**src/rtl/uart_pkg.sv**
```systemverilog
// Shared UART definitions: default frame constants and the transmitter
// state encoding. The receiver and the baud generator use the same constants.
package uart_pkg;

  // Default frame geometry
  localparam int UART_NB_DATA = 8;
  localparam int UART_N_OS    = 16;
  localparam int UART_SB_TICK = 16;

  // Transmitter state encoding (3-bit, legacy-compatible constants)
  typedef logic [2:0] uart_state_t;

  localparam uart_state_t ST_IDLE   = 3'd0;
  localparam uart_state_t ST_START  = 3'd1;
  localparam uart_state_t ST_DATA   = 3'd2;
  localparam uart_state_t ST_PARITY = 3'd3;
  localparam uart_state_t ST_STOP   = 3'd4;

  // Larger of two integers, for sizing counters shared by several bit types
  function automatic int max2(input int a, input int b);
    return (a > b) ? a : b;
  endfunction

  // Counter width able to hold 0..n-1; never narrower than one bit
  function automatic int cnt_w(input int n);
    return (n > 1) ? $clog2(n) : 1;
  endfunction

endpackage

```
**src/rtl/alu_uart_tx.sv**
```systemverilog
// UART transmitter for ALU results. Sends one NB_DATA-bit word per request,
// LSB first, framed by a start bit and SB_TICK ticks of stop level. Bit timing
// comes from an external 16x oversampling tick.
// Optional build macro UART_TX_PARITY_EN inserts an even-parity bit between
// the MSB and the stop bit.
module alu_uart_tx
  import uart_pkg::*;
#(
  parameter int NB_DATA = UART_NB_DATA,
  parameter int SB_TICK = UART_SB_TICK,
  parameter int N_OS    = UART_N_OS
) (
  input  logic               clk,
  input  logic               i_rst_n,
  input  logic               i_tick,
  input  logic               i_tx_start,
  input  logic [NB_DATA-1:0] i_tx_data,
  output logic               o_tx,
  output logic               o_tx_busy,
  output logic               o_tx_done_tick
);

  localparam int TW = cnt_w(max2(N_OS, SB_TICK));
  localparam int BW = cnt_w(NB_DATA);

  localparam logic [TW-1:0] OS_LAST  = TW'(N_OS - 1);
  localparam logic [TW-1:0] SB_LAST  = TW'(SB_TICK - 1);
  localparam logic [BW-1:0] BIT_LAST = BW'(NB_DATA - 1);

  uart_state_t        state;
  logic [TW-1:0]      tick_cnt;
  logic [BW-1:0]      bit_cnt;
  logic [NB_DATA-1:0] shreg;
  logic [NB_DATA-1:0] shreg_nxt;
  logic               tx_r;
  logic               busy_r;
  logic               done_r;
`ifdef UART_TX_PARITY_EN
  logic               par_r;
`endif

  // Next shift-register contents once the current data bit has been sent
  always_comb begin
    shreg_nxt = shreg >> 1;
  end

`ifdef UART_TX_PARITY_EN
  // Even parity of the word, captured at acceptance because the shift
  // register is consumed while the data bits go out
  always_ff @(posedge clk or negedge i_rst_n) begin
    if (!i_rst_n) begin
      par_r <= 1'b0;
    end else if (state == ST_IDLE && i_tx_start) begin
      par_r <= ^i_tx_data;
    end
  end
`endif

  // Frame sequencer: every output is registered, so the line level for a bit
  // is loaded on the same edge that enters that bit's state
  always_ff @(posedge clk or negedge i_rst_n) begin
    if (!i_rst_n) begin
      state    <= ST_IDLE;
      tick_cnt <= '0;
      bit_cnt  <= '0;
      shreg    <= '0;
      tx_r     <= 1'b1;
      busy_r   <= 1'b0;
      done_r   <= 1'b0;
    end else begin
      done_r <= 1'b0;
      case (state)
        ST_IDLE: begin
          tx_r   <= 1'b1;
          busy_r <= 1'b0;
          if (i_tx_start) begin
            shreg    <= i_tx_data;
            tick_cnt <= '0;
            bit_cnt  <= '0;
            tx_r     <= 1'b0;
            busy_r   <= 1'b1;
            state    <= ST_START;
          end
        end

        ST_START: begin
          if (i_tick) begin
            if (tick_cnt == OS_LAST) begin
              tick_cnt <= '0;
              bit_cnt  <= '0;
              tx_r     <= shreg[0];
              state    <= ST_DATA;
            end else begin
              tick_cnt <= tick_cnt + TW'(1);
            end
          end
        end

        ST_DATA: begin
          if (i_tick) begin
            if (tick_cnt == OS_LAST) begin
              tick_cnt <= '0;
              shreg    <= shreg_nxt;
              if (bit_cnt == BIT_LAST) begin
                bit_cnt <= '0;
`ifdef UART_TX_PARITY_EN
                tx_r    <= par_r;
                state   <= ST_PARITY;
`else
                tx_r    <= 1'b1;
                state   <= ST_STOP;
`endif
              end else begin
                bit_cnt <= bit_cnt + BW'(1);
                tx_r    <= shreg_nxt[0];
              end
            end else begin
              tick_cnt <= tick_cnt + TW'(1);
            end
          end
        end

`ifdef UART_TX_PARITY_EN
        ST_PARITY: begin
          if (i_tick) begin
            if (tick_cnt == OS_LAST) begin
              tick_cnt <= '0;
              tx_r     <= 1'b1;
              state    <= ST_STOP;
            end else begin
              tick_cnt <= tick_cnt + TW'(1);
            end
          end
        end
`endif

        ST_STOP: begin
          // The done pulse occupies one extra STOP cycle so that a start
          // request coinciding with it is still seen as busy and dropped.
          if (done_r) begin
            busy_r <= 1'b0;
            state  <= ST_IDLE;
          end else if (i_tick) begin
            if (tick_cnt == SB_LAST) begin
              tick_cnt <= '0;
              done_r   <= 1'b1;
            end else begin
              tick_cnt <= tick_cnt + TW'(1);
            end
          end
        end

        default: begin
          tick_cnt <= '0;
          bit_cnt  <= '0;
          tx_r     <= 1'b1;
          busy_r   <= 1'b0;
          state    <= ST_IDLE;
        end
      endcase
    end
  end

  assign o_tx           = tx_r;
  assign o_tx_busy      = busy_r;
  assign o_tx_done_tick = done_r;

endmodule
```
**config.mk**
```make
export PLATFORM = sky130hd
export DESIGN_NAME = alu_uart_tx
export DESIGN_NICKNAME = d
export VERILOG_FILES = /design/src/rtl/uart_pkg.sv /design/src/rtl/alu_uart_tx.sv
export SDC_FILE = /design/constraint.sdc
export NUM_CORES = 1
export LEC_CHECK = 0
export CAP_MARGIN = 20
export CORE_MARGIN = 2
export CORE_UTILIZATION = 30
export DETAILED_ROUTE_END_ITERATION = 10
export PLACE_DENSITY = 0.59
export SETUP_SLACK_MARGIN = 0.5
export SYNTH_ARGS = -nofsm -noshare
export SYNTH_HDL_FRONTEND = slang
export SYNTH_SLANG_ARGS = --single-unit
```
**constraint.sdc**
```tcl
create_clock -name clk -period 3.5 [get_ports clk]
set_input_delay 0.35 -clock clk [delete_from_list [all_inputs] [get_ports clk]]
set_output_delay 0.35 -clock clk [all_outputs]
set_load 0.05 [all_outputs]
```
== After elaboration in Yosys (flattened, before gate mapping) ==
Index checks and enable logic that the tools add are counted.

* Register bits: 21
* Bits of input ports: 12
* Output and inout bits: 3
* Logic and storage cells: 71

* Add/subtract/negate cells: 2
* Eq/ne operators: 13
* Multiplexer cells: 38
* Bitwise logic cells: 2
* Reduce and logical (&&, ||, !) cells: 9

{| class="wikitable"
|+ Operators with widths
! operator !! number
|-
| $mux W3 || 13
|-
| $mux W8 || 3
|-
| $pmux W3 S4 || 2
|-
| $mux W4 || 4
|-
| $ne A2 B2 Y1 const B || 8
|-
| $pmux W8 S2 || 1
|-
| $mux W1 || 12
|-
| $pmux W4 S3 || 1
|-
| $reduce_and A7 Y1 || 1
|-
| $eq A3 B3 Y1 const B || 2
|-
| $reduce_and A6 Y1 || 1
|-
| $reduce_and A5 Y1 || 1
|-
| $add A4 B1 Y4 const B || 1
|-
| $eq A4 B4 Y1 const B || 1
|-
| $pmux W1 S4 || 1
|-
| $reduce_and A2 Y1 || 2
|-
| $reduce_and A4 Y1 || 1
|-
| $add A3 B1 Y3 const B || 1
|-
| $eq A3 B1 Y1 const B || 1
|-
| $eq A3 B2 Y1 const B || 1
|-
| $logic_not A3 Y1 || 1
|-
| $pmux W1 S3 || 1
|-
| $not A1 Y1 || 2
|-
| $reduce_bool A2 Y1 || 1
|-
| $reduce_or A2 Y1 || 1
|}

== Depth between registers and ports, before layout ==
Gate-level depths: netlist (run 1).

* Depth after elaboration: 5
* Mapped depth: 7
* Mapped depth without buffers: 5

== Worst setup path before layout (run 1) ==
No wires, ideal clock.

* Path type: reg2reg
* Start: register tick_cnt[0]
* End: register bit_cnt[0]
* Setup time: 0.125 ns
* Arrival: 1.551 ns
* Required time: 3.375 ns
* Path slack: 1.824 ns
* Stages on the path, launching flop included: 7
* Path buffers: 1
* Clock period less this slack: 1.676 ns
* Cells stage by stage: dfrtp_1 > ha_1 > and4_1 > buf_4 > a211oi_2 > a21o_4 > mux2_4

* Longest elaborated chain between the ends: 3
* Elaborated cells between the ends (all ways): 4
* Those cells by class: eq/ne (3); reduce/logical (1)

{| class="wikitable"
|+ Ends and longest elaborated chain
! element !! line !! source
|-
| from (decl) || alu_uart_tx.sv:31 || <nowiki>logic [TW-1:0] tick_cnt;</nowiki>
|-
| from (signal assigned) || alu_uart_tx.sv:94 || <nowiki>tick_cnt <= tick_cnt + TW'(1);</nowiki>
|-
| from (signal assigned) || alu_uart_tx.sv:118 || <nowiki>tick_cnt <= tick_cnt + TW'(1);</nowiki>
|-
| from (signal assigned) || alu_uart_tx.sv:148 || <nowiki>tick_cnt <= tick_cnt + TW'(1);</nowiki>
|-
| $eq A4 B4 Y1 (*) || alu_uart_tx.sv:88, alu_uart_tx.sv:101 ||
|-
| $ne A2 B2 Y1 (no source line) || - ||
|-
| $reduce_and A6 Y1 (no source line) (*) || - ||
|-
| to (signal assigned) || alu_uart_tx.sv:114 || <nowiki>bit_cnt <= bit_cnt + BW'(1);</nowiki>
|-
| to (decl) || alu_uart_tx.sv:32 || <nowiki>logic [BW-1:0] bit_cnt;</nowiki>
|}

Every way passes the cells marked *; elsewhere a longest branch is shown, timed or not.
A chain may end at the register's enable or synchronous reset.

== Worst setup path after layout (run 1) ==
* Start: register tx_r (netlist: o_tx)
* End: output o_tx

{| class="wikitable"
|+ RTL lines
! element !! line !! source
|-
| from (decl) || alu_uart_tx.sv:35 || <nowiki>logic tx_r;</nowiki>
|-
| from (signal assigned) || alu_uart_tx.sv:91 || <nowiki>tx_r <= shreg[0];</nowiki>
|-
| from (signal assigned) || alu_uart_tx.sv:115 || <nowiki>tx_r <= shreg_nxt[0];</nowiki>
|-
| to (decl) || alu_uart_tx.sv:18 || <nowiki>output logic o_tx,</nowiki>
|}

No word-level cell between the ends.

==> metrics list, run 1 <==
- The tree built by TritonCTS fans out to 21 sinks.
- Measured against its own limit, the worst slew margin works out to approximately 36%.
* Xor/xnor cell area share of the yosys netlist: less than 1%
- In this run, distinct cell masters in the synthesized netlist total 44.
- Synthesized instance count: around 120
- CP Capture Type: output pin
* Max FO, Critical Path: 2
* HPWL after detailed placement: approximately 1800 um
* Area share of fa/ha/maj cells after synthesis: 3.06%
* Total of endpoints with negative setup slack in the final report: 0
- DRC: 0
- Flop and latch count out of synthesis: 21
- After synthesis, the largest family of logic cells by area is compound AO/OA/AOI/OAI gates.
* Status: finished clean
- The number of global-route vias before repair came to around 940.
- The count of nets left with antenna violations once routing finished came out at 0.
- Clock Skews: roughly 0.0038 ns
- In the global route stage, overall resource usage came out at between 10% and 20%.
- Floorplan die height: 67.9 um
- VDD sags by at most 196 uV.
- Largest net degree at the start of global routing: 22
* Clock transition at the register clock pins on the worst setup and hold paths after CTS: approximately 0.070 ns
- Initial antenna violation count: 0
- Critical Path Start Type: flop
- The area growth from synthesis to layout is 15.9%.
* Buffer type at the clock tree root: clkbuf_8
- PD cells: 596 nW/um^2
- Routed vias: 910
- The worst hold path was traced through 2 stages.
* Worst Path Class, Setup: reg2out
* Final Hold Vio Count: 0
* CP top delay family: buffers and inverters
- Yosys printed 0 warnings.
- STA puts the critical path data arrival time at roughly 1.6 ns.
- Dividing the synthesized area by the synthesized cell count gives between 10 and 15 um^2.
* Post-layout nets: 143
- Sequential fraction of design power: a little under half
- Die outline area: between 4000 and 5000 um^2
- Cell area after synthesis: 1230 um^2
- Mean number of vias per cell: 5.14
- Unrepaired setup endpoints after global routing: false
- Combinational Power Share: a little over a third
- The repair_antennas step left the layout with diodes totalling 0.
* Starting DRC count in detailed routing: 24
- Synthesized-area fraction occupied by and/or/nand/nor cells: between 15 and 20%
- Routability-driven placement finished with a final weighted congestion of roughly 0.8.
- 15 I/O pins were placed.
- Synthesized-area fraction occupied by ao, oa, aoi and oai cells: a little over a quarter
* Number of buffers created by CTS: 3
- The analysis attributes to net switching a power of between 0.0003 and 0.0004 W.
* Required arrival time at the worst endpoint: ~3.2 ns
- Total nets after synthesis: between 100 and 150
- The routed design has approximately 2400 um of wire.
- Wire length per cell after detailed routing: 13.7 um
- Internal power: roughly 0.00055 W
* Final core utilization: between 30% and 40%
* Width of the die: ~68 um
- The number of cells on the worst reg-to-reg path is 5.
* Critical path buffers and inverters: 1
- Share of post-route cells with drive strength above 1: 18.9%
* CP max-delay cell: clkdlybuf4s50_1
- Class of the most critical hold timing path: reg2reg
* Worst stage delay on the critical path: approximately 0.79 ns
- Clock latency on the worst-skew pair: ~0.25 ns
- Std-Cell Rows: 23
- Remaining Overflow, GRT: 0
- Global-route wire length before repair: about 4300 um
* Sequential-to-total area share from yosys stat: 43.0%
- Share of synthesized area spent on multiplexers: approximately 4.6%
- During placement, the flow inserted port buffers numbering 14.
* CTS H-tree depth: 1
- Clock network fraction of total power: around 18%
- Total of max-cap violations: 0
- Total negative slack: 0 ns
- Series of cell instances along the critical path: clkdlybuf4s50_1
* Maximum clock path buffer count: 2
* Count of flip-flops with a built-in enable after synthesis: 0
* Post-synth top flop: dfrtp_1
- Counting flops with an async set or reset pin after synthesis yields a share of 100%.
- Clock tree from TritonCTS: yes
- For this design, the CTS-stage hold fixing added 0 buffers.
- Fmax: between 0.5 and 0.6 GHz
- After floorplanning, the core was sized to cover about 4000 um^2.
* Worst-margin pin slew: about 0.96 ns
* Proportion of total power due to net switching: 35.5%
- After layout, the minimum clock period comes to 1.92 ns.
* Worst-case register-to-register setup slack: about 1.6 ns
- Leakage power figure: between 0.5 and 0.6 nW
* Final count of pins violating max slew: 0
- In this run the number of cells on the critical path is 1.
- The first TritonRoute pass finished after 4 iterations.
- Dividing the final minimum period by the clock period gives 55.0%.
- Buffers inserted by post-CTS timing repair: 0
- In this run, post-CTS repair resized a total of 0 instances.
- For this configuration, the core starts out at a cell density of a little under a third.
-- registers in the layout, summed over array words and instances, names as in the netlist --
| signal | count |
|---|---|
| bit_cnt | 3 |
| o_tx | 1 |
| o_tx_busy | 1 |
| o_tx_done_tick | 1 |
| shreg | 8 |
| state | 3 |
| tick_cnt | 4 |
-- per-layer routing --
metal	global-route usage (%)	vias to the layer above	share of wire (%)
met3	3.45	2	3.7
met1	16.2	446	48
met4	3.00	0	0.58
li1	-	448	-
met2	19.7	14	48
met5	0	-	0
-- Yosys cell counts (2+ instances only) --
cell type,instances,area [um^2]
a21oi_2,7,61.3
nand2b_1,4,25.0
ha_1,3,37.5
and3_1,2,12.5
o21ai_1,2,10.0
nand2_1,3,11.3
buf_6,3,33.8
inv_1,10,37.5
o2bb2ai_1,4,35.0
mux2_4,3,45.0
nor2b_1,2,12.5
a21oi_1,5,25.0
nand3_1,2,10.0
dfrtp_1,20,500
o22ai_1,7,43.8
nor2_1,3,11.3
o211ai_1,2,15.0
o21ai_0,3,15.0
buf_4,2,15.0
a31oi_1,4,25.0
-- metrics by stage --
stage / cells / hold WS [ns] / power (W) / worst slack, ns / instance area [um^2]
4_1_cts: 177 / 0.524 / 0.000857 / 1.56 / 1420
5_1_grt: 177 / 0.546 / 0.000918 / 1.45 / 1420
6_report: 177 / 0.528 / 0.000846 / 1.58 / 1420
3_3_place_gp: 173 / 0.502 / 0.000685 / 1.51 / 1380
3_5_place_dp: 173 / 0.504 / 0.000698 / 1.44 / 1380
2_1_floorplan: 115 / 0.0544 / 0.000616 / 1.82 / 1230
-- cells by family after synthesis --
logic type | after synthesis
compound gates | 42
simple gates | 28
flops | 21
buf+inv | 16
mux | 4
fa+ha+maj | 3
xor+xnor | 1
-- cell type report --
| class | instances | area, um^2 |
|---|---|---|
| Multi-Input combinational cell | 78 | 609 |
| Sequential cell | 21 | 527 |
| Tap cell | 50 | 62.6 |
| Clock buffer | 4 | 45.0 |
| Timing Repair Buffer | 14 | 140 |
| Fill cell | 403 | 2550 |
| Inverter | 10 | 37.5 |
-- layout by cell type, fill, tap and decap left out, drive strengths merged, types with 5 or more instances in the layout --
| master | Yosys | layout |
|---|---|---|
| clkdlybuf4s50 | 0 | 14 |
| o21ai | 5 | 5 |
| dfrtp | 20 | 20 |
| nor2 | 5 | 5 |
| a21oi | 12 | 12 |
| inv | 10 | 10 |
| o22ai | 7 | 7 |
-- worst paths after layout --
| path | startpoint | end |
|---|---|---|
| min reg2reg | shreg[7] | shreg[7] |
| max in group asynchronous | i_rst_n | shreg[4] |
| min | shreg[7] | shreg[7] |
| max reg2reg | tick_cnt[0] | shreg[4] |
| min in group asynchronous | i_rst_n | tick_cnt[3] |
| max | o_tx | o_tx |
-- power groups by stage --
stage,clock [W],combinational (W),sequential (W)
3_3_place_gp,0,0.000291,0.000393
3_5_place_dp,0,0.000302,0.000396
6_report,0.000156,0.000298,0.000393
4_1_cts,0.000163,0.000303,0.000391
5_1_grt,0.000176,0.000335,0.000407
2_1_floorplan,0,0.000202,0.000413
(Power assumes the default switching activity.)
==> run 2, diff against run 1 <==
PLACE_DENSITY = 0.61   (was 0.59)
clock period = 1.6 ns   (was 3.5 ns; I/O delays follow)
==> run 2 against run 1 <==
Core utilization increased by 7.8 points; count of clock-buffer cells in the layout unchanged; first-iteration DRC count down 63%; cell area is 22% higher; die area stayed put; critical endpoint is now bit_cnt[1]; largest cell class unchanged; largest power group is now combinational cells; highest routed layer unchanged.
==> metrics list, run 2 (same netlist as run 1, synthesis figures left out) <==
* Final critical-path share of the clock period: a little over nine tenths
- 15 I/O pins were placed.
- NetSw: between 0.0007 and 0.0008 W
* Worst vdd rail ir drop: around 660 uV
- Wire length per cell after detailed routing: around 14 um
* DRC: 0
- Once detail routing completed, the nets flagged for antenna violations numbered 0.
* # fillers: just under 400
* Class of the most critical hold timing path: in2async
- WP data arrival: 1.65 ns
* Mean number of vias per cell: about 5.0
- Std-Cell Rows: 23
* Final WL: about 2900 um
- Of all nets on the critical path, the largest fanout is 3.
* Clock transition at the register clock pins on the worst setup and hold paths after CTS: approximately 0.08 ns
- Setup repair after global routing could not meet its margin everywhere.
- In this run the number of H-tree levels came out at 1.
- CTS placed an instance of clkbuf_8 at the clock tree root.
- Proportion of total power due to net switching: roughly a third
- Total of max-cap violations: 0
* CP Capture Type: flop
- Maximum clock path buffer count: 2
- HPWL after detailed placement: slightly below 2000 um
- Remaining Overflow, GRT: 0
* Starting DRC count in detailed routing: 9
* Initial antenna violation count: 0
- The number of global-route vias before repair was 1031.
- For the pin with the worst max-slew slack, the measured transition is 0.375 ns.
* Total placed instance area: about 1500 um^2
* Share of post-route cells with drive strength above 1: 46.3%
* Routed vias: about 1000
- Fmax: 0.665 GHz
- Number of flip-flops under the largest register name: 8
- Measured on the finished design, the core utilization comes to ~44%.
* Clock Skews: 0.00471 ns
- Final Hold Vio Count: 0
- The core region is slightly below 4000 um^2.
- Setup violations remaining at the end of the flow were counted as 0.
- Global routing usage summed across all routing layers: between 10 and 15%
- TritonCTS created 3 clock buffers.
- The smallest clock period supported by the final layout is computed as around 1.5 ns.
* Register with the most flip-flops: shreg
- After the last flow step, the layout net total stands at roughly 170.
* Final worst-path setup slack: 0.0956 ns
* Largest net degree at the start of global routing: 22
- Sequential fraction of design power: between 30% and 40%
- The largest registers in the layout are shreg (8), tick_cnt (4).
- Summing all multi-input logic gate instances after layout gives approximately 720 um^2.
- Width of the die: approximately 68 um
- The finished cells cover 1730 um^2.
- Leakage power figure: about 0.74 nW
* Internal power: 0.00140 W
- Sequential standard cell area: ~530 um^2
* Clock latency on the worst-skew pair: around 0.26 ns
- DP Worst Slack: -0.0153 ns
* Global-route wire length before repair: ~4800 um
- Measured against its own limit, the worst slew margin works out to around 75%.
- Worst Path Class, Setup: reg2reg
- Die outline area: between 4000 and 5000 um^2
- The clock network burns 16.0% of the power.
* First drt pass iteration count: 4
- For this design the ratio of total power to cell area is 1240 nW/um^2.
* Number of buffers inserted for hold repair after clock tree synthesis: 0
- The design draws 0.00216 W.
- The library cell used most frequently in the layout, excluding fill and tap cells, is buf_4.
* Area grow syn2layout: 41.3%
* Critical Path Start Type: flop
- Floorplan die height: about 68 um
* Final weighted congestion in routability-driven placement: 0.745
- Required arrival time at the worst endpoint: approximately 1.8 ns
- CTS sink count: 21
- Count of buffers inserted at the top-level ports: 14
- Combinational cells account for 45.0% of the total power.
- Clock tree from TritonCTS: yes
- The tightest hold path in the finished design has a slack of approximately 0.25 ns.
- The flow ran to the end, and the final reports show no timing, DRC or antenna violations.
* Leading cell types in the layout, fill and taps excluded: buf_4 (17), dfrtp_1 (15), clkdlybuf4s50_1 (11)
* Final count of pins violating max slew: 0
* Number of diodes: 0
- For this configuration, the core starts out at a cell density of between 30% and 40%.
-- run 2: cell types whose count changed in the layout (fill, tap and decap cells not counted), sizes merged --
cell	change
buf	+25
clkdlybuf4s50	-3
-- run 2: power groups by stage --
| stage | Combinational, W | Clock (W) | Sequential [W] |
|---|---|---|---|
| 6_report | 0.000970 | 0.000346 | 0.000841 |
| 2_1_floorplan | 0.000471 | 0 | 0.000910 |
| 4_1_cts | 0.000887 | 0.000359 | 0.000843 |
| 5_1_grt | 0.00106 | 0.000388 | 0.000871 |
| 3_3_place_gp | 0.000745 | 0 | 0.000840 |
| 3_5_place_dp | 0.000776 | 0 | 0.000851 |
-- run 2: cell type report --
cell class,instances,share of cell area (%)
multi-input combinational,78,41.7
sequential,21,30.8
timing repair buffer,36,19.1
tap,50,3.61
clock buffer,4,2.60
inverter,10,2.17
-- run 2: routing by layer --
| metal | up-vias | share of wire, % | GRT usage, % |
|---|---|---|---|
| li1 | 491 | - | - |
| met3 | 2 | 3.1 | 3.45 |
| met5 | - | 0 | 0 |
| met2 | 17 | 54 | 26.5 |
| met1 | 488 | 42 | 15.8 |
| met4 | 0 | 0.42 | 1.50 |
-- run 2: final timing paths --
check                             start          end  slack [ns]  cells after the start
setup / recovery            tick_cnt[0]   bit_cnt[1]         0.1                      5
min in group clk           i_tx_data[1]     shreg[1]        0.51                      3
setup reg to reg            tick_cnt[0]   bit_cnt[1]         0.1                      5
hold / removal                  i_rst_n  tick_cnt[3]        0.25                      2
hold reg to reg                state[1]     state[0]        0.52                      1
max in group asynchronous       i_rst_n         o_tx        1.07                      2
-- run 2: metrics by stage --
step / std cells / setup TNS (ns)
3_5_place_dp: 183 / -0.0698
3_3_place_gp: 183 / 0
2_1_floorplan: 115 / -0.0586
6_report: 199 / 0
4_1_cts: 196 / 0
5_1_grt: 199 / 0
-- run 2: critical path, cell delays in order, from the launching register on --
cell	delay, ns
dfrtp_1	0.39
ha_2	0.19
and4_4	0.16
a211oi_4	0.21
a21o_4	0.15
mux2_4	0.29
-- run 2: timing repair --
| item | CTS | global route |
|---|---|---|
| setup endpoints to repair | 22 | 22 |
| hold endpoints to repair | 0 | 0 |
| pin swaps | 3 | 9 |
| buffers inserted | 9 | 3 |
| resized for setup | 16 | 15 |
